`src/rtl/text_overlay_renderer.sv`:
```
// Text-line overlay: N_CHARS-byte character buffer rendered as 8x16 glyphs over the background pixel.
// Optional build macro TEXT_BLINK_EN enables per-character blink (code bit7) driven by frame_start.
module text_overlay_renderer #(
    parameter int           N_CHARS      = 16,
    parameter int           ORIGIN_X     = 230,
    parameter int           ORIGIN_Y     = 80,
    parameter int           CHAR_PITCH   = 20,
    parameter logic [23:0]  FG_RGB       = 24'hFFFF00,
    parameter int           BLINK_FRAMES = 32,
    localparam int          IW           = $clog2(N_CHARS)
) (
    input  logic            Clk,
    input  logic            Reset,
    input  logic [9:0]      DrawX,
    input  logic [9:0]      DrawY,
    input  logic            pix_valid,
    input  logic            frame_start,
    input  logic [7:0]      bg_Red,
    input  logic [7:0]      bg_Green,
    input  logic [7:0]      bg_Blue,
    input  logic            text_enable,
    input  logic            wr_en,
    input  logic [IW-1:0]   wr_idx,
    input  logic [7:0]      wr_char,
    input  logic            clear,
    output logic            busy,
    output logic [10:0]     font_addr,
    input  logic [7:0]      font_data,
    output logic [7:0]      Red,
    output logic [7:0]      Green,
    output logic [7:0]      Blue,
    output logic            out_valid,
    output logic            text_hit
);

    // state  | meaning
    // IDLE   | buffer accepts writes and clear requests
    // CLEAR  | one cell per cycle is filled with a space, ptr walks 0..N_CHARS-1
    typedef enum logic {ST_IDLE, ST_CLEAR} state_t;

    state_t          state_q, state_d;
    logic [IW-1:0]   ptr_q, ptr_d;
    logic [7:0]      char_q [N_CHARS];
    logic [7:0]      char_d [N_CHARS];

    logic            s1_valid_q, s1_valid_d;
    logic            s1_hit_q, s1_hit_d;
    logic [2:0]      s1_col_q, s1_col_d;
    logic [3:0]      s1_row_q, s1_row_d;
    logic [7:0]      s1_code_q, s1_code_d;
    logic            s1_en_q, s1_en_d;
    logic [23:0]     s1_bg_q, s1_bg_d;

    logic            out_valid_q, out_valid_d;
    logic            text_hit_q, text_hit_d;
    logic [23:0]     rgb_q, rgb_d;

    logic            visible;
    logic [10:0]     x_ext, y_ext;
    logic            row_in;

    always_ff @(posedge Clk) begin
        if (Reset) begin
            state_q <= ST_IDLE;
            ptr_q   <= '0;
        end else begin
            state_q <= state_d;
            ptr_q   <= ptr_d;
        end
    end

    always_comb begin
        state_d = state_q;
        ptr_d   = ptr_q;
        case (state_q)
            ST_IDLE: begin
                if (clear) begin
                    state_d = ST_CLEAR;
                    ptr_d   = '0;
                end
            end
            ST_CLEAR: begin
                ptr_d = ptr_q + IW'(1);
                if (ptr_q == IW'(N_CHARS - 1)) state_d = ST_IDLE;
            end
            default: state_d = ST_IDLE;
        endcase
    end

    // Clear has priority over a same-cycle write; writes are dropped while clearing.
    always_comb begin
        busy   = (state_q == ST_CLEAR);
        char_d = char_q;
        if (state_q == ST_CLEAR) begin
            char_d[ptr_q] = 8'h20;
        end else if (!clear && wr_en) begin
            for (int i = 0; i < N_CHARS; i++) begin
                if (wr_idx == IW'(i)) char_d[i] = wr_char;
            end
        end
    end

    // Stage 1: locate the character cell with an unrolled compare chain (11-bit, no wrap).
    always_comb begin
        x_ext      = {1'b0, DrawX};
        y_ext      = {1'b0, DrawY};
        row_in     = (y_ext >= 11'(ORIGIN_Y)) && (y_ext <= 11'(ORIGIN_Y + 15));
        s1_hit_d   = 1'b0;
        s1_col_d   = '0;
        s1_code_d  = '0;
        s1_row_d   = 4'(y_ext - 11'(ORIGIN_Y));
        s1_valid_d = pix_valid;
        s1_en_d    = text_enable;
        s1_bg_d    = {bg_Red, bg_Green, bg_Blue};
        for (int i = 0; i < N_CHARS; i++) begin
            if ((x_ext >= 11'(ORIGIN_X + i * CHAR_PITCH)) &&
                (x_ext <= 11'(ORIGIN_X + i * CHAR_PITCH + 7))) begin
                s1_hit_d  = pix_valid & row_in;
                s1_col_d  = 3'(x_ext - 11'(ORIGIN_X + i * CHAR_PITCH));
                s1_code_d = char_q[i];
            end
        end
    end

    assign font_addr = {s1_code_q[6:0], s1_row_q};

    always_comb begin
        text_hit_d  = s1_hit_q & s1_en_q & (s1_code_q[6:0] != 7'd0) &
                      font_data[3'd7 - s1_col_q] & visible;
        rgb_d       = text_hit_d ? FG_RGB : s1_bg_q;
        out_valid_d = s1_valid_q;
    end

    always_ff @(posedge Clk) begin
        if (Reset) begin
            char_q      <= '{default: 8'h20};
            s1_valid_q  <= 1'b0;
            s1_hit_q    <= 1'b0;
            s1_col_q    <= '0;
            s1_row_q    <= '0;
            s1_code_q   <= '0;
            s1_en_q     <= 1'b0;
            s1_bg_q     <= '0;
            out_valid_q <= 1'b0;
            text_hit_q  <= 1'b0;
            rgb_q       <= '0;
        end else begin
            char_q      <= char_d;
            s1_valid_q  <= s1_valid_d;
            s1_hit_q    <= s1_hit_d;
            s1_col_q    <= s1_col_d;
            s1_row_q    <= s1_row_d;
            s1_code_q   <= s1_code_d;
            s1_en_q     <= s1_en_d;
            s1_bg_q     <= s1_bg_d;
            out_valid_q <= out_valid_d;
            text_hit_q  <= text_hit_d;
            rgb_q       <= rgb_d;
        end
    end

`ifdef TEXT_BLINK_EN
    localparam int BW = $clog2(BLINK_FRAMES + 1);

    logic [BW-1:0] blink_cnt_q, blink_cnt_d;
    logic          blink_on_q, blink_on_d;

    always_comb begin
        blink_cnt_d = blink_cnt_q;
        blink_on_d  = blink_on_q;
        if (frame_start) begin
            if (blink_cnt_q == BW'(BLINK_FRAMES - 1)) begin
                blink_cnt_d = '0;
                blink_on_d  = ~blink_on_q;
            end else begin
                blink_cnt_d = blink_cnt_q + BW'(1);
            end
        end
    end

    always_ff @(posedge Clk) begin
        if (Reset) begin
            blink_cnt_q <= '0;
            blink_on_q  <= 1'b1;
        end else begin
            blink_cnt_q <= blink_cnt_d;
            blink_on_q  <= blink_on_d;
        end
    end

    assign visible = ~(s1_code_q[7] & ~blink_on_q);
`else
    localparam int unused_blink_frames = BLINK_FRAMES;
    logic unused_bits;
    assign unused_bits = ^{frame_start, s1_code_q[7], 32'(unused_blink_frames)};
    assign visible     = 1'b1;
`endif

    assign out_valid = out_valid_q;
    assign text_hit  = text_hit_q;
    assign {Red, Green, Blue} = rgb_q;

endmodule

```
`config.mk`:
```
export PLATFORM = sky130hd
export DESIGN_NAME = text_overlay_renderer
export DESIGN_NICKNAME = d
export VERILOG_FILES = /design/src/rtl/text_overlay_renderer.sv
export SDC_FILE = /design/constraint.sdc
export NUM_CORES = 1
export LEC_CHECK = 0
export CAP_MARGIN = 10
export CORE_ASPECT_RATIO = 1.2
export CORE_UTILIZATION = 55
export CTS_CLUSTER_SIZE = 25
export DETAILED_ROUTE_END_ITERATION = 10
export GPL_ROUTABILITY_DRIVEN = 0
export PLACE_DENSITY = 0.76
export SYNTH_ARGS = -nofsm -noshare
export SYNTH_HDL_FRONTEND = slang
export SYNTH_SLANG_ARGS = --single-unit
```
`constraint.sdc`:
```
create_clock -name Clk -period 5.4 [get_ports Clk]
set_clock_uncertainty 0.15 [all_clocks]
set_input_delay 0.54 -clock Clk [delete_from_list [all_inputs] [get_ports Clk]]
set_output_delay 0.54 -clock Clk [all_outputs]
set_load 0.01 [all_outputs]
```
==> results.py, run 1 <==
metrics = {
    "status": {
        "status": "complete, no violations",
    },
    "die": {
        "rows": 48,
        "io-pin-count": 109,
        "die-area_sq_mm": 0.0157,
        "initial_utilization_pct": 57.2,
        "die_height_microns": 137,
        "dieWidth_microns": 114,
        "core_area_sq_mm": 0.0146,
    },
    "logic_synthesis": {
        "syn_avg_cell_area_sq_um": 8.84,
        "yosys-top-cells-count": "dfxtp_1, nor2_1, a22oi_1, nand2_1, nor2b_1",
        "synth_edf_count": 0,
        "synthFlopType": "dfxtp_1",
        "synth_compound_area_share_pct": 24.2,
        "synthAdderAreaFrac_pct": 0.900,
        "synth_xor_area_share_pct": 0,
        "postSynthCellCount": 944,
        "synth.area.top_cells": "dfxtp_1, a22oi_1, nor2_1",
        "synth-simple-area-share_pct": 25.3,
        "synth_mux_area_share_pct": 0.780,
        "synth.most_common_cell": "dfxtp_1",
        "synth_top_cell_by_area": "dfxtp_1",
        "ys_ff_latch": 184,
        "synth_area_sq_mm": 0.00834,
        "synth_cell_types": 90,
        "synthArstFlopShare_pct": 0,
        "ys_seq_area_share_pct": 44.1,
        "synth_top_family_by_area": "simple AND/OR/NAND/NOR gates",
        "ys_warn_count": 0,
        "synth_top_cell_area_share_pct": 44.1,
        "syn_nets": 1021,
    },
    "clock_network": {
        "insertion_delay_ns": 0.43,
        "cts_tree": "done",
        "clockRootBuffer": "clkbuf_16",
        "numCtsBuffers": 17,
        "cts_setup_buffers": 0,
        "htreeDepth": 4,
        "cts-resized-gates": 0,
        "cts_hold_buf": 0,
        "clk_path_buf_depth": 2,
        "clkTransAtPathRegs_ns": 0.06,
        "clock_sinks": 184,
    },
    "timing": {
        "period_share_pct": 67.0,
        "slew_headroom_pct": 14.5,
        "tightest_slew_ns": 1.28,
        "finalSetupTns_ns": 0,
        "rsz0062_at_grt": "no",
        "hold_viol": 0,
        "period_needed_ns": 3.62,
        "setup_violations": 0,
        "maxSlewViolCount": 0,
        "max_clock_freq_ghz": 0.277,
    },
    "global_route": {
        "grt_pass1_vias": 7074,
        "grt_pass1_wl_microns": 38100,
        "grt_max_degree": 82,
        "antenna_found_initial": 0,
        "grt_use_total_pct": 31.9,
        "gr-total-overflow": 0,
    },
    "route": {
        "routed_wl_microns": 24100,
        "vias_per_cell": 6.27,
        "dr.pass1.iters": 6,
        "wl_met2_microns": 10900,
        "drc": 0,
        "met3_length_microns": 2630,
        "ant_nets": 0,
        "detailedRoute.firstIterationViolations": 922,
        "top_layer": "met4",
        "routedWlPerCell_microns": 19.5,
        "wl_met1_microns": 9660,
        "vias": 7744,
    },
    "power": {
        "power_uw": 2820,
        "ir_drop_mv": 0.242,
        "powerDensity_mw_per_mm2": 282,
        "p_leak_uw": 0.00346,
    },
    "worst_setup_path": {
        "worstPathArrival_ns": 3.80,
        "cp-start-kind": "input port",
        "worst_path_largest_cell_delay_ns": 0.94,
        "worst-path-max-fanout": 18,
        "crit_type": "input port to register",
        "cp_cell_sequence": "clkdlybuf4s50_1 > inv_1 > ha_1 > nor2b_1 > nor4_4 > nor3_2 > a2111oi_2 > o2111ai_1 > o211ai_1",
        "cpMaxStageDelayCell": "clkdlybuf4s50_1",
        "cp-end-kind": "register",
        "crit_required_ns": 5.58,
    },
    "final_layout": {
        "n_antenna_cell": 0,
        "fin_area_sq_mm": 0.00999,
        "finalNetCount": 1102,
        "layout-drive-gt1-share_pct": 9.08,
        "fin_util_pct": 68.5,
        "area_growth_pct": 19.8,
    },
    "place": {
        "io_buffers": 106,
        "hpwlAfterDp_microns": 17100,
        "postPlaceCellArea_sq_mm": 0.00946,
    },
    "run": {
        "drv_cap": 0,
    },
    "worst_hold_path": {
        "hold_path_class": "register to register",
    },
}
metrics by stage:
stage / std cells / hold slack [ns] / setup slack, ns
global route: 1235 / 0.283 / 1.49
finish: 1235 / 0.276 / 1.78
CTS: 1235 / 0.277 / 1.84
floorplan: 944 / 0.256 / 2.66
detailed placement: 1206 / 0.261 / 1.43
global placement: 1206 / 0.257 / 1.46
layer usage:
layer | up-vias | global-route usage [%]
met2 | 467 | 50.6
met4 | 0 | 15.3
met5 | - | 0
li1 | 3619 | -
met1 | 3597 | 40.4
met3 | 61 | 8.37
report_power, final:
part / internal, uW / switching, uW
clock: 630 / 518
sequential: 1380 / 13.2
combinational: 117 / 159
total: 2130 / 690
cell usage in the layout, fill, tap and decap left out, types with 17 or more instances in the layout:
cell	Yosys	routed
a21oi_1	17	17
a22oi_1	98	98
clkbuf_16	0	17
clkdlybuf4s50_1	0	105
dfxtp_1	184	184
inv_1	33	33
nand2_1	49	49
nand3_1	17	17
nand4_1	20	20
nor2_1	174	174
nor2b_1	43	43
nor3_1	17	17
nor4_1	18	18
o21ai_0	24	24
sequential cells by signal (all words and copies together), names as in the netlist, 3 cells and up:
signal,cells
char_q,112
ptr_q,4
rgb_q,24
s1_bg_q,24
s1_code_q,7
s1_col_q,3
s1_row_q,4
cell families after synthesis:
family,count (synthesis)
buf+inv,88
flops,184
simple gates,411
fa+ha+maj,6
compound gates,251
mux,4
path summary, 6_finish.rpt:
kind | depth (start not counted) | from | slack, ns | endpoint
max | 9 | DrawX[2] | 1.78 | s1_code_q[5]
min | 1 | s1_bg_q[5] | 0.28 | rgb_q[5]
max reg2reg | 6 | busy | 2.38 | char_q[100]
min reg2reg | 1 | s1_bg_q[5] | 0.28 | rgb_q[5]
worst max-delay path: cells and delay by family:
family,cells,cell delay [ns]
compound gates,3,0.86
fa+ha+maj,1,0.24
buf+inv,2,1.07
simple gates,3,1.07
cell type report:
| class | count | area (sq um) |
|---|---|---|
| Clock buffer | 19 | 433 |
| Clock inverter | 10 | 96.3 |
| Fill cell | 1207 | 4600 |
| Inverter | 34 | 128 |
| Multi-Input combinational cell | 672 | 4270 |
| Sequential cell | 184 | 3680 |
| Tap cell | 200 | 250 |
| Timing Repair Buffer | 116 | 1130 |
No activity file was read; power rests on OpenSTA's default activity.
==> inputs of run 2 (changes only) <==
==> constraint.sdc (replaced) <==
create_clock -name Clk -period 3.5 [get_ports Clk]
set_clock_uncertainty 0.15 [all_clocks]
set_input_delay 0.35 -clock Clk [delete_from_list [all_inputs] [get_ports Clk]]
set_output_delay 0.35 -clock Clk [all_outputs]
set_load 0.01 [all_outputs]
==> results.py, run 2 (synthesized netlist as in run 1, its figures left out) <==
metrics = {
    "status": {
        "status": "complete, no violations",
    },
    "timing": {
        "slew_headroom_pct": 33.1,
        "period_share_pct": 86.7,
        "rsz0062_at_grt": "no",
        "hold_viol": 0,
        "max_clock_freq_ghz": 0.330,
        "finalSetupTns_ns": 0,
        "period_needed_ns": 3.03,
        "tightest_slew_ns": 1.00,
        "setup_violations": 0,
        "maxSlewViolCount": 0,
    },
    "clock_network": {
        "numCtsBuffers": 17,
        "cts_setup_buffers": 0,
        "cts-resized-gates": 0,
        "cts_hold_buf": 0,
        "insertion_delay_ns": 0.44,
        "clock_sinks": 184,
        "cts_tree": "done",
        "htreeDepth": 4,
        "clk_path_buf_depth": 2,
        "clockRootBuffer": "clkbuf_16",
        "clkTransAtPathRegs_ns": 0.07,
    },
    "die": {
        "die_height_microns": 137,
        "die-area_sq_mm": 0.0157,
        "dieWidth_microns": 114,
        "core_area_sq_mm": 0.0146,
        "io-pin-count": 109,
        "rows": 48,
        "initial_utilization_pct": 57.2,
    },
    "worst_setup_path": {
        "crit_required_ns": 3.63,
        "worst-path-max-fanout": 8,
        "worstPathArrival_ns": 3.16,
        "crit_type": "input port to register",
        "cp-end-kind": "register",
        "cp-start-kind": "input port",
    },
    "power": {
        "p_leak_uw": 0.00371,
        "ir_drop_mv": 0.440,
        "power_uw": 4550,
        "powerDensity_mw_per_mm2": 438,
    },
    "route": {
        "dr.pass1.iters": 6,
        "vias": 8023,
        "ant_nets": 0,
        "routed_wl_microns": 25300,
        "drc": 0,
        "detailedRoute.firstIterationViolations": 871,
        "routedWlPerCell_microns": 19.7,
        "vias_per_cell": 6.26,
    },
    "run": {
        "drv_cap": 0,
    },
    "global_route": {
        "gr-total-overflow": 0,
        "grt_pass1_vias": 7281,
        "grt_pass1_wl_microns": 39300,
        "grt_use_total_pct": 33.1,
        "grt_max_degree": 77,
        "antenna_found_initial": 0,
    },
    "final_layout": {
        "area_growth_pct": 24.6,
        "final_common_cell": "dfxtp_1",
        "largest-register": "char_q",
        "layout-drive-gt1-share_pct": 13.1,
        "largestRegisters": "char_q x112, rgb_q x24, s1_bg_q x24",
        "largest_reg_flops": 112,
        "fin_area_sq_mm": 0.0104,
        "finalNetCount": 1145,
        "n_antenna_cell": 0,
        "finalNonFillerCells": 1281,
        "fin_util_pct": 71.2,
        "final_cell_mix": "dfxtp_1, nor2_1, clkdlybuf4s50_1, a22oi_1, buf_4",
    },
    "place": {
        "io_buffers": 106,
        "hpwlAfterDp_microns": 18200,
        "postPlaceCellArea_sq_mm": 0.00979,
        "dp_cells": 1249,
    },
    "worst_hold_path": {
        "hold_path_class": "input port to register",
    },
}
-- run 2: changes by cell type in the layout (fill, tap and decap cells not counted), sizes merged --
cell / before / now
clkinvlp: 1 / 3
inv: 36 / 39
buf: 11 / 54
clkinv: 6 / 4
-- run 2: final cells by class --
class | count | area, sq um
well taps | 200 | 250
multi-input cells | 672 | 4270
repair buffers | 159 | 1460
flip-flops and latches | 184 | 3680
inverters | 34 | 128
clock buffers | 19 | 453
clock inverters | 13 | 154
fillers | 1153 | 4200
-- run 2: where the power goes --
group          total, uW  internal, uW  leakage, uW  switching [uW]
logic                459           202      0.00192             256
registers           2150          2140      0.00150            17.8
clock network       1940          1050     0.000290             888
total               4550          3390      0.00371            1160
-- run 2: worst paths after layout --
path / startpoint / end / slack (ns) / cells after the start
max: DrawX[2] / s1_code_q[1] / 0.47 / 9
min: Reset / char_q[82] / 0.11 / 2
max reg2reg: s1_code_q[2] / rgb_q[6] / 1.10 / 6
min reg2reg: s1_bg_q[1] / rgb_q[1] / 0.28 / 1
-- run 2: routing by layer --
metal | vias up | track usage, % | part of all wire (%)
met4 | 0 | 22.5 | 6.2
met1 | 3692 | 41.7 | 39
li1 | 3704 | - | -
met5 | - | 0 | 0
met2 | 520 | 50.4 | 44
met3 | 107 | 7.84 | 11
-- run 2: metrics by stage --
stage                     hold slack (ns)  setup WS [ns]
final                               0.112          0.466
after CTS                           0.110          0.669
after global placement              0.257          0.318
after floorplan                     0.256          0.952
after global routing                0.125          0.314
after detailed placement            0.263          0.237
-- run 2: worst max-delay path: stages --
cell and delay (ns):
clkdlybuf4s50_1 0.63, inv_1 0.11, ha_1 0.22, nor2b_1 0.21
or3_4 0.40, a21oi_4 0.26, nand4_1 0.20, a221oi_2 0.55
o211ai_1 0.23
==> inputs of run 3 (changes only) <==
--- a/config.mk
+++ b/config.mk
@@ -15,3 +15,4 @@
 export SYNTH_ARGS = -nofsm -noshare
 export SYNTH_HDL_FRONTEND = slang
 export SYNTH_SLANG_ARGS = --single-unit
+export TNS_END_PERCENT = 100
==> results of run 3 <==
The final DEF is identical to that of run 2; final timing and power are the same.
